`src/rtl/scan_sequencer.sv`:
```
// -----------------------------------------------------------------------------
// scan_sequencer
//
// Frame-level scan controller for the receive chain (beamformer -> envelope
// detector -> log compressor). Fires one start pulse per scan line while
// holding a minimum pulse-repetition interval. It counts the compressed samples
// returned for each line, then advances the line index and flags frame
// completion. A sample that arrives outside the acquisition window raises a
// sticky overrun flag.
//
// Optional feature: define SCANSEQ_TIMEOUT_EN to build an ACQUIRE watchdog.
// The watchdog forces line completion after TIMEOUT_CYCLES idle cycles and
// sets timeout_err. Without the macro the watchdog is absent and timeout_err
// is tied to 0.
//
// Ports:
//   clk          in   single clock
//   reset        in   asynchronous, active-high reset
//   enable       in   run request (level); sampled in IDLE and FRAME_END
//   abort        in   synchronous stop to IDLE; overrides enable
//   sample_valid in   one compressed sample accepted downstream
//   start_pulse  out  one-cycle fire strobe to the beamformer
//   line_idx     out  current line number [LW]
//   sample_idx   out  samples received so far in the current line [SW]
//   line_active  out  high while in ACQUIRE
//   frame_done   out  one-cycle strobe after the last sample of the last line
//   frame_count  out  completed frames, wraps 65535 -> 0
//   busy         out  high in any state other than IDLE
//   overrun      out  sticky: a sample arrived outside ACQUIRE
//   timeout_err  out  sticky watchdog flag (0 without SCANSEQ_TIMEOUT_EN)
// -----------------------------------------------------------------------------
module scan_sequencer #(
    parameter int NUM_LINES        = 128,
    parameter int SAMPLES_PER_LINE = 1024,
    parameter int PRF_DIV          = 5000,
    parameter int TIMEOUT_CYCLES   = 65535,
    localparam int LW = $clog2(NUM_LINES),
    localparam int SW = $clog2(SAMPLES_PER_LINE)
) (
    input  logic          clk,
    input  logic          reset,
    input  logic          enable,
    input  logic          abort,
    input  logic          sample_valid,
    output logic          start_pulse,
    output logic [LW-1:0] line_idx,
    output logic [SW-1:0] sample_idx,
    output logic          line_active,
    output logic          frame_done,
    output logic [15:0]   frame_count,
    output logic          busy,
    output logic          overrun,
    output logic          timeout_err
);

    localparam int PW = $clog2(PRF_DIV);
    localparam logic [PW-1:0] PRF_LAST    = PW'(PRF_DIV - 1);
    localparam logic [LW-1:0] LINE_LAST   = LW'(NUM_LINES - 1);
    localparam logic [SW-1:0] SAMPLE_LAST = SW'(SAMPLES_PER_LINE - 1);

    // Elaboration-time parameter range check.
    if (NUM_LINES < 2 || SAMPLES_PER_LINE < 2 || PRF_DIV < 3 || TIMEOUT_CYCLES < 2) begin : g_param_check
        $error("scan_sequencer: parameter out of range");
    end

    typedef enum logic [2:0] {
        S_IDLE,
        S_FIRE,
        S_ACQUIRE,
        S_WAIT_PRF,
        S_FRAME_END
    } state_t;

    state_t        state;
    state_t        state_next;
    logic [PW-1:0] prf_cnt;     // cycles since the last FIRE, saturating
    logic          wd_expire;   // watchdog forces the line to complete
    logic          last_sample;
    logic          line_done;
    logic          last_line;

    assign last_sample = sample_valid && (sample_idx == SAMPLE_LAST);
    assign line_done   = (state == S_ACQUIRE) && (last_sample || wd_expire);
    assign last_line   = (line_idx == LINE_LAST);

    always_comb begin
        // NOTE: default assignment first so every path assigns state_next; a
        // missed branch in combinational logic would otherwise infer a latch.
        state_next = state;
        if (abort) begin
            state_next = S_IDLE;
        end else begin
            case (state)
                S_IDLE:      if (enable) state_next = S_FIRE;
                S_FIRE:      state_next = S_ACQUIRE;
                S_ACQUIRE:   if (line_done) state_next = last_line ? S_FRAME_END : S_WAIT_PRF;
                S_WAIT_PRF:  if (prf_cnt == PRF_LAST) state_next = S_FIRE;
                // The interval is still honoured across a frame boundary.
                S_FRAME_END: state_next = enable ? S_WAIT_PRF : S_IDLE;
                default:     state_next = S_IDLE;
            endcase
        end
    end

    // State and all strobes/flags are registered from the next-state decision,
    // so each output is glitch-free and aligned with the state it describes.
    always_ff @(posedge clk or posedge reset) begin
        if (reset) begin
            state       <= S_IDLE;
            start_pulse <= 1'b0;
            line_active <= 1'b0;
            frame_done  <= 1'b0;
            busy        <= 1'b0;
            prf_cnt     <= '0;
            line_idx    <= '0;
            sample_idx  <= '0;
            frame_count <= '0;
            overrun     <= 1'b0;
        end else begin
            // NOTE: non-blocking assignments throughout, so every register
            // here samples the pre-edge values regardless of statement order.
            state       <= state_next;
            start_pulse <= (state_next == S_FIRE);
            line_active <= (state_next == S_ACQUIRE);
            frame_done  <= (state_next == S_FRAME_END);
            busy        <= (state_next != S_IDLE);

            // Zero during the FIRE cycle, so prf_cnt reaches PRF_DIV-1 exactly
            // PRF_DIV-1 cycles later and the next FIRE lands PRF_DIV after it.
            if (state_next == S_FIRE)
                prf_cnt <= '0;
            else if (prf_cnt != PRF_LAST)
                prf_cnt <= prf_cnt + PW'(1);

            if (abort) begin
                line_idx   <= '0;
                sample_idx <= '0;
                overrun    <= 1'b0;
            end else begin
                if (sample_valid && state != S_ACQUIRE)
                    overrun <= 1'b1;

                if (state_next == S_FIRE)
                    sample_idx <= '0;
                else if (state == S_ACQUIRE && sample_valid)
                    sample_idx <= sample_idx + SW'(1);

                if (line_done) begin
                    if (last_line) begin
                        line_idx    <= '0;
                        frame_count <= frame_count + 16'd1;
                    end else begin
                        line_idx <= line_idx + LW'(1);
                    end
                end
            end
        end
    end

`ifdef SCANSEQ_TIMEOUT_EN
    localparam int WW = $clog2(TIMEOUT_CYCLES);
    localparam logic [WW-1:0] WD_LAST = WW'(TIMEOUT_CYCLES - 1);

    logic [WW-1:0] wd_cnt;

    // A sample arriving on the expiry cycle wins: it is a real sample.
    assign wd_expire = (state == S_ACQUIRE) && !sample_valid && (wd_cnt == WD_LAST);

    // Held at zero outside ACQUIRE, so it starts from zero on entry.
    always_ff @(posedge clk or posedge reset) begin
        if (reset) begin
            wd_cnt      <= '0;
            timeout_err <= 1'b0;
        end else begin
            if (abort)
                timeout_err <= 1'b0;
            else if (wd_expire)
                timeout_err <= 1'b1;

            if (state != S_ACQUIRE || sample_valid)
                wd_cnt <= '0;
            else if (wd_cnt != WD_LAST)
                wd_cnt <= wd_cnt + WW'(1);
        end
    end
`else
    assign wd_expire   = 1'b0;
    assign timeout_err = 1'b0;
`endif

endmodule

```
`config.mk`:
```
export PLATFORM = sky130hd
export DESIGN_NAME = scan_sequencer
export DESIGN_NICKNAME = d
export VERILOG_FILES = /design/src/rtl/scan_sequencer.sv
export SDC_FILE = /design/constraint.sdc
export NUM_CORES = 1
export LEC_CHECK = 0
export CAP_MARGIN = 20
export CORE_MARGIN = 2
export CORE_UTILIZATION = 55
export CTS_CLUSTER_SIZE = 8
export DETAILED_ROUTE_END_ITERATION = 16
export DONT_BUFFER_PORTS = 1
export HOLD_SLACK_MARGIN = 0.15
export PLACE_DENSITY = 0.7
export RECOVER_POWER = 100
export SLEW_MARGIN = 5
export SYNTH_ARGS = -nofsm -noshare
export SYNTH_HDL_FRONTEND = slang
export SYNTH_SLANG_ARGS = --single-unit
export TNS_END_PERCENT = 50
```
`constraint.sdc`:
```
create_clock -name clk -period 2.5 [get_ports clk]
set_input_delay 0.5 -clock clk [delete_from_list [all_inputs] [get_ports clk]]
set_output_delay 0.5 -clock clk [all_outputs]
set_load 0.05 [all_outputs]
```
# ---- Word level (Yosys, flattened, before mapping)
# Index checks and enable logic that the tools add are counted.
dict set report totals {
  out_inout_bits 39
  reg_bits 54
}
dict set report op_classes {
  muxes 17
  bitwise_logic 1
  n_reduce_logical 11
  n_addsub 4
  eq_ne 12
}
# op n
set op_table {}
lappend op_table {{10-bit 2-to-1 mux} 3}
lappend op_table {{13-bit 2-to-1 mux} 2}
lappend op_table {{7-bit 2-to-1 mux} 3}
lappend op_table {{16-bit by 1-bit adder with 16-bit output, second input constant} 1}
lappend op_table {{3-bit 2-to-1 mux} 5}
lappend op_table {{3-bit one-hot mux with 5 select lines} 1}
lappend op_table {{13-bit by 1-bit adder with 13-bit output, second input constant} 1}
lappend op_table {{13-bit equality test, second input constant} 1}
lappend op_table {{13-bit inequality test, second input constant} 1}
lappend op_table {{10-bit by 1-bit adder with 10-bit output, second input constant} 1}
lappend op_table {{10-bit equality test, second input constant} 1}
lappend op_table {{3-bit by 2-bit equality test with 1-bit output, second input constant} 3}
lappend op_table {{7-bit by 1-bit adder with 7-bit output, second input constant} 1}
lappend op_table {{7-bit equality test, second input constant} 1}
lappend op_table {{3-bit by 1-bit equality test with 1-bit output, second input constant} 2}
lappend op_table {{3-bit equality test, second input constant} 2}
lappend op_table {{2-bit nonzero test} 3}
lappend op_table {{3-bit nonzero test} 2}
lappend op_table {{1-bit logical AND} 4}
lappend op_table {{3-bit zero test} 1}
lappend op_table {{3-bit by 2-bit inequality test with 1-bit output, second input constant} 1}
lappend op_table {{3-bit AND reduction} 1}
lappend op_table {{1-bit 2-to-1 mux} 2}
lappend op_table {{2-bit 2-to-1 mux} 1}
lappend op_table {{1-bit NOT} 1}

# ---- Logic depth before layout (Yosys ltp)
# Gate-level depths: netlist of the first run.
dict set report logic_depth {
  depth_word 9
  ltp_mapped 7
}

# ---- Least setup slack after synthesis of the first run
# OpenSTA, ideal clock, no wires.
dict set report synth_path {
  path_kind {reg2reg}
  from {reg line_idx[0]}
  to {reg frame_count[1]}
  required_ns 2.375
  path_stages_with_launch 6
  synth_period_minus_slack_ns 2.210
  slack_ns 0.290
  t_arrival_ns 2.085
  n_path_buf 0
  cell_sequence {dfrtp_1 > ha_1 > nand3_1 > or2_2 > nor4_4 > mux2_2}
}
dict set report synth_between {
  elab_chain_len 2
}
# element line
set synth_rtl {}
lappend synth_rtl {{from (decl)} 46} ;# output logic [LW-1:0] line_idx,
lappend synth_rtl {{from (signal assigned)} 153} ;# line_idx <= line_idx + LW'(1);
lappend synth_rtl {{7-bit equality test} 84} ;# assign last_line = (line_idx == LINE_LAST);
lappend synth_rtl {{3-bit AND reduction (no line)} --}
lappend synth_rtl {{to (signal assigned)} 151} ;# frame_count <= frame_count + 16'd1;
lappend synth_rtl {{to (decl)} 50} ;# output logic [15:0] frame_count,
# Every way passes these cells.
# A chain may end at the register's enable or synchronous reset.

# ---- Worst setup path after layout of the first run
dict set report layout_path {
  from {reg state[2]}
  to {reg frame_count[10]}
}
dict set report layout_between {
  elab_chain_len 3
}
# element line
set layout_rtl {}
lappend layout_rtl {{from (decl)} 74} ;# state_t state;
lappend layout_rtl {{from (signal assigned)} 122} ;# state <= state_next;
lappend layout_rtl {{3-bit by 2-bit equality test with 1-bit output} 83} ;# assign line_done = (state == S_ACQUIRE) && (last_sample || wd_expire);
lappend layout_rtl {{1-bit logical AND} 83}
lappend layout_rtl {{3-bit AND reduction (no line)} --}
# Every way passes these cells.

==> results of run 1 <==
==> repair_timing <==
action / 4_1_cts / 5_1_grt
setup endpoints to repair: 0 / 0
hold endpoints to repair: 16 / 0
hold buffers: 1 / 0
==> routing by layer <==
layer / up-vias / track usage / routed length [um]
met4: 0 / 0.0624 / 79
li1: 1054 / - / -
met2: 75 / 0.384 / 2880
met1: 1045 / 0.310 / 2740
met3: 8 / 0.0542 / 309
met5: - / 0 / 0
==> layout make-up <==
| class | count | share of cell area |
|---|---|---|
| sequential | 54 | 0.434 |
| clock buffer | 6 | 0.0233 |
| multi-input combinational | 204 | 0.442 |
| tap | 70 | 0.0282 |
| clock inverter | 2 | 0.0121 |
| inverter | 4 | 0.00483 |
| timing repair buffer | 34 | 0.0551 |
==> cell families (layout without fill, tap and decap cells) <==
logic type | count (synthesis) | in the layout
XOR/XNOR | 35 | 35
flip-flops | 54 | 54
multiplexers | 3 | 3
AND/OR/NAND/NOR | 129 | 129
adder cells (fa/ha/maj) | 4 | 4
buffers and inverters | 15 | 46
AO/OA/AOI/OAI | 32 | 32
other | 1 | 1
==> through the flow <==
stage / total power (W) / hold slack [ps]
finish: 0.00181 / 249
global route: 0.00189 / 236
CTS: 0.00184 / 236
detailed placement: 0.00125 / 483
global placement: 0.00125 / 483
floorplan: 0.00121 / 503
==> flip-flops by register name, indices dropped and copies added (netlist names) <==
register / count
prf_cnt: 13
state: 3
frame_done: 1
line_idx: 7
overrun: 1
frame_count: 16
sample_idx: 10
line_active: 1
busy: 1
start_pulse: 1
==> power breakdown <==
group | switching (W) | internal (W)
registers | 0.0000943 | 0.000918
clock network | 0.000287 | 0.000299
logic | 0.000121 | 0.0000899
total | 0.000502 | 0.00131
==> worst min path at each step <==
| stage | end | slack (ps) | depth (start not counted) |
|---|---|---|---|
| after floorplan | prf_cnt[12] | 500 | 2 |
| after global placement | frame_count[8] | 480 | 1 |
| after detailed placement | frame_count[8] | 480 | 1 |
| after CTS | sample_idx[9] | 240 | 1 |
| after global routing | sample_idx[9] | 240 | 1 |
| final | sample_idx[9] | 250 | 1 |
==> layout by cell type, fill, tap and decap left out, types with 7 or more instances in the layout <==
cell type	count
dfrtp_1	54
nor2_1	23
a21oi_1	12
nand3_1	25
nand4_1	13
nor4_1	7
nand2_1	15
xnor2_1	30
clkbuf_1	26
nor3_1	13
==> metrics, run 1 <==
Vias/cell=5.83; Root Buffer=clkbuf_8; Post-synth EDFFs=0; vias in the first global route=2,167; Synth Area in Compound Gates=0.0777; Hold WC Path Type=primary input to flop; # Post-CTS Setup Buffers=0; Iteration-0 DRC Markers=100; type of the worst setup path=flop to flop; GRT Total Usage=0.233; r2r setup slk=310 ps; RSZ-0062 raised after global routing=no; FF+latch area=1350 um2; f_max=456 MHz; top_reg_cell synth=dfrtp_1; CP arrival=2370 ps; area share of the largest cell type after synthesis=0.477; largest family of logic cells by synthesized area=simple AND/OR/NAND/NOR gates; antenna violations before repair=0; drt drc=0; register bit count reported by yosys=54; Worst-path clk slew=100 ps; # fillers=443; min cycle time layout=2190 ps; most numerous cell in the Yosys netlist=dfrtp_1; area of the multi-input gates=1380 um2; CTS sink cnt=54; worst skew pair latency=310 ps; ant diodes=0; synth warn=0; asr flop ratio synth=1.00; CORE AREA=5040 um2; first-pass GRT wire length=10,300 um; pin count of the biggest net entering global routing=30; H-tree levels=2; share of cells above drive strength 1=0.0855; design area=3110 um2; Syn-to-layout area delta=9.81%; CP Max Fanout=16; pwr dens=582 nW/um2; number of library cell types mapped by synthesis=54; post-cts sizing count=0; Buf/Inv on CP=1; register area share after synthesis=0.477; Mean Syn Cell Area=10.4 um2; Setup crit end kind=flop; Post-Synth XOR/XNOR Area=0.108; Starting Density=0.562; Reg2Reg Launch Point=state[2]; max-cap violation count=0; Area contributors post-synth=dfrtp_1 (48%), xnor2_1 (9.3%), nand3_1 (4.2%); required time of the critical path=2680 ps; via count=2,182; final core occ=0.617; Worst slew margin=0.291; VDD IR max=0.425 mV; Inserted Clock Buffers=5; period utilization=0.877; status=finished, final reports clean; Bufs on Longest Clock Path=2; worst slew pin tran=1060 ps; Simple-Gate Fraction of Synth Area=0.277; DIE AREA=5740 um2; crit start category=flop; Placed Cells=365; Worst Hold Launch=abort; first drt pass iteration count=4; r2r endpoint=frame_count[10]; Syn Nets=282; Critical-path top delay cell=and4_1; chip height=75.8 um; gpl congestion=0.856; total gr overflow=0; clk_skew=8.14 ps; Worst Setup SP=state[2]; final wirelength=6010 um; Synth area leader=dfrtp_1; Die X=75.8 um; Avg WL per Cell=16.1 um; Port Buffers=0; R2R cell count=5; CP cell instances=and4bb_1 > and4_1 > clkbuf_1 > nand4_1 > xnor2_1; Max Slew Vio Count=0; Mapped Cells=273; Non-Filler Instances=374; Setup WS pre-CTS=437 ps; top cells by count, synth=dfrtp_1 (54), xnor2_1 (30), nand3_1 (24), nor2_1 (23), nand2_1 (15); crit-path leading delay family=simple AND/OR/NAND/NOR gates; Post-DP Area=3110 um2; final hold vios=0; Synth Area in Adders=0.0177; synthesized area=2830 um2; HPWL after detailed placement=4250 um; Routed Antenna Nets=0; mux share of post-synthesis cell area=0.0110; FP Rows=26; I/O pin count=44; WP depth=5; Worst setup endpoint=frame_count[10]; setup ws final=307 ps; final setup fails=0; fin nets=312; CTS tree=done; Lkg Pwr=1.27 nW; crit-path max cell delay=620 ps; setup TNS=0 ps
(Power assumes the default switching activity.)
==> inputs of run 2 (changes only) <==
CORE_ASPECT_RATIO = 0.8   (was not set)
==> metrics, run 2 (synthesized netlist as in run 1, its figures left out) <==
GRT Total Usage=0.218 (was 0.233); largest register by flop count=frame_count (unchanged); setup TNS=0 ps (unchanged); Hold Buf Count CTS=0 (was 1); final wirelength=5890 um (was 6010 um); crit start category=flop (unchanged); max-cap violation count=0 (unchanged); Die X=84.2 um (was 75.8 um); design area=3060 um2 (was 3110 um2); Hold WC Path Type=primary input to flop (unchanged); H-tree levels=2 (unchanged); required time of the critical path=2700 ps (was 2680 ps); Max Slew Vio Count=0 (unchanged); most frequent cells in the layout=dfrtp_1 (54), xnor2_1 (30), clkbuf_1 (27) (was dfrtp_1 (54), xnor2_1 (30), clkbuf_1 (26)); CP cell instances=ha_1 > nand3_1 > or2_2 > nor4_1 > mux2_2 (was and4bb_1 > and4_1 > clkbuf_1 > nand4_1 > xnor2_1); antenna violations before repair=0 (unchanged); drt drc=0 (unchanged); Worst Hold Launch=abort (unchanged); Setup crit end kind=flop (unchanged); Post-DP Area=3080 um2 (was 3110 um2); final setup fails=0 (unchanged); chip height=68.2 um (was 75.8 um); Hold Path Depth=1 (unchanged); min cycle time layout=2280 ps (was 2190 ps); Inserted Clock Buffers=5 (unchanged); clk_skew=6.88 ps (was 8.14 ps); worst skew pair latency=300 ps (was 310 ps); pin count of the biggest net entering global routing=55 (was 30); Critical-path top delay cell=nor4_1 (was and4_1); I/O pin count=44 (unchanged); Vias/cell=5.95 (was 5.83); Starting Density=0.569 (was 0.562); final hold vios=0 (unchanged); Bufs on Longest Clock Path=2 (unchanged); Reg2Reg Launch Point=line_idx[0] (was state[2]); ant diodes=0 (unchanged); crit-path max cell delay=590 ps (was 620 ps); DIE AREA=5740 um2 (about the same); gpl congestion=0.880 (was 0.856); # Post-CTS Setup Buffers=0 (unchanged); RSZ-0062 raised after global routing=no (unchanged); # fillers=441 (was 443); f_max=439 MHz (was 456 MHz); Worst slew margin=0.124 (was 0.291); Worst-path clk slew=90 ps (was 100 ps); CP Max Fanout=5 (was 16); VDD IR max=0.481 mV (was 0.425 mV); Avg WL per Cell=16.2 um (was 16.1 um); Iteration-0 DRC Markers=131 (was 100); period utilization=0.911 (was 0.877); FF+latch area=1350 um2 (unchanged); CP arrival=2470 ps (was 2370 ps); r2r setup slk=220 ps (was 310 ps); share of cells above drive strength 1=0.0795 (was 0.0855); worst slew pin tran=1310 ps (was 1060 ps); CTS sink cnt=54 (unchanged); Routed Antenna Nets=0 (unchanged); post-cts sizing count=0 (unchanged); Worst Setup SP=line_idx[0] (was state[2]); pwr dens=588 nW/um2 (was 582 nW/um2); Root Buffer=clkbuf_8 (unchanged); CTS tree=done (unchanged); Lkg Pwr=1.26 nW (was 1.27 nW); commonest non-fill, non-tap cell in the layout=dfrtp_1 (unchanged); FP Rows=23 (was 26); Syn-to-layout area delta=8.04% (was 9.81%); via count=2,164 (was 2,182); CORE AREA=4980 um2 (was 5040 um2); fin nets=310 (was 312); Largest regs=frame_count (16), prf_cnt (13), sample_idx (10) (unchanged); type of the worst setup path=flop to flop (unchanged); vias in the first global route=2,107 (was 2,167); status=finished, final reports clean (unchanged); total gr overflow=0 (unchanged); R2R cell count=5 (unchanged); first-pass GRT wire length=9850 um (was 10,300 um); HPWL after detailed placement=4140 um (was 4250 um); max reg flops=16 (unchanged); area of the multi-input gates=1370 um2 (was 1380 um2); Port Buffers=0 (unchanged); first drt pass iteration count=4 (unchanged)
-- run 2: area by class of cell --
type | count | area share
flip-flops and latches | 54 | 0.442
clock buffers | 7 | 0.0249
clock inverters | 1 | 0.00981
repair buffers | 32 | 0.0470
well taps | 62 | 0.0253
multi-input cells | 204 | 0.446
inverters | 4 | 0.00491
-- run 2: worst paths after layout --
path,to
max in group asynchronous,frame_count[4]
min in group asynchronous,frame_count[8]
max reg2reg,frame_count[1]
min reg2reg,frame_count[8]
min,sample_idx[9]
max,frame_count[1]
-- run 2: per-stage QoR --
stage | utilization | setup WS [ps] | hold slack [ps] | power, W | std cells
6_report | 0.615 | 222 | 244 | 0.00180 | 364
5_1_grt | 0.615 | 164 | 237 | 0.00188 | 364
4_1_cts | 0.640 | 461 | 235 | 0.00183 | 364
3_5_place_dp | 0.619 | 497 | 526 | 0.00125 | 356
3_3_place_gp | 0.619 | 506 | 521 | 0.00125 | 356
2_1_floorplan | - | 290 | 503 | 0.00121 | 273
-- run 2: routing by layer --
layer | GRT usage | vias to the layer above | part of all wire
met5 | 0 | - | 0
met3 | 0.0603 | 7 | 0.054
li1 | - | 1042 | -
met4 | 0.0706 | 0 | 0.011
met2 | 0.332 | 51 | 0.45
met1 | 0.305 | 1064 | 0.49
-- run 2: power by group --
| part | internal (W) | switching, W |
|---|---|---|
| clock network | 0.000300 | 0.000274 |
| logic | 0.0000864 | 0.000121 |
| registers | 0.000918 | 0.0000986 |
| total | 0.00130 | 0.000494 |
-- run 2: worst max-delay path, delay by kind of cell, from the launching register on --
kind	cells	cell delay [ps]
flip-flops	1	370
multiplexers	1	410
AND/OR/NAND/NOR	3	1150
adder cells (fa/ha/maj)	1	230
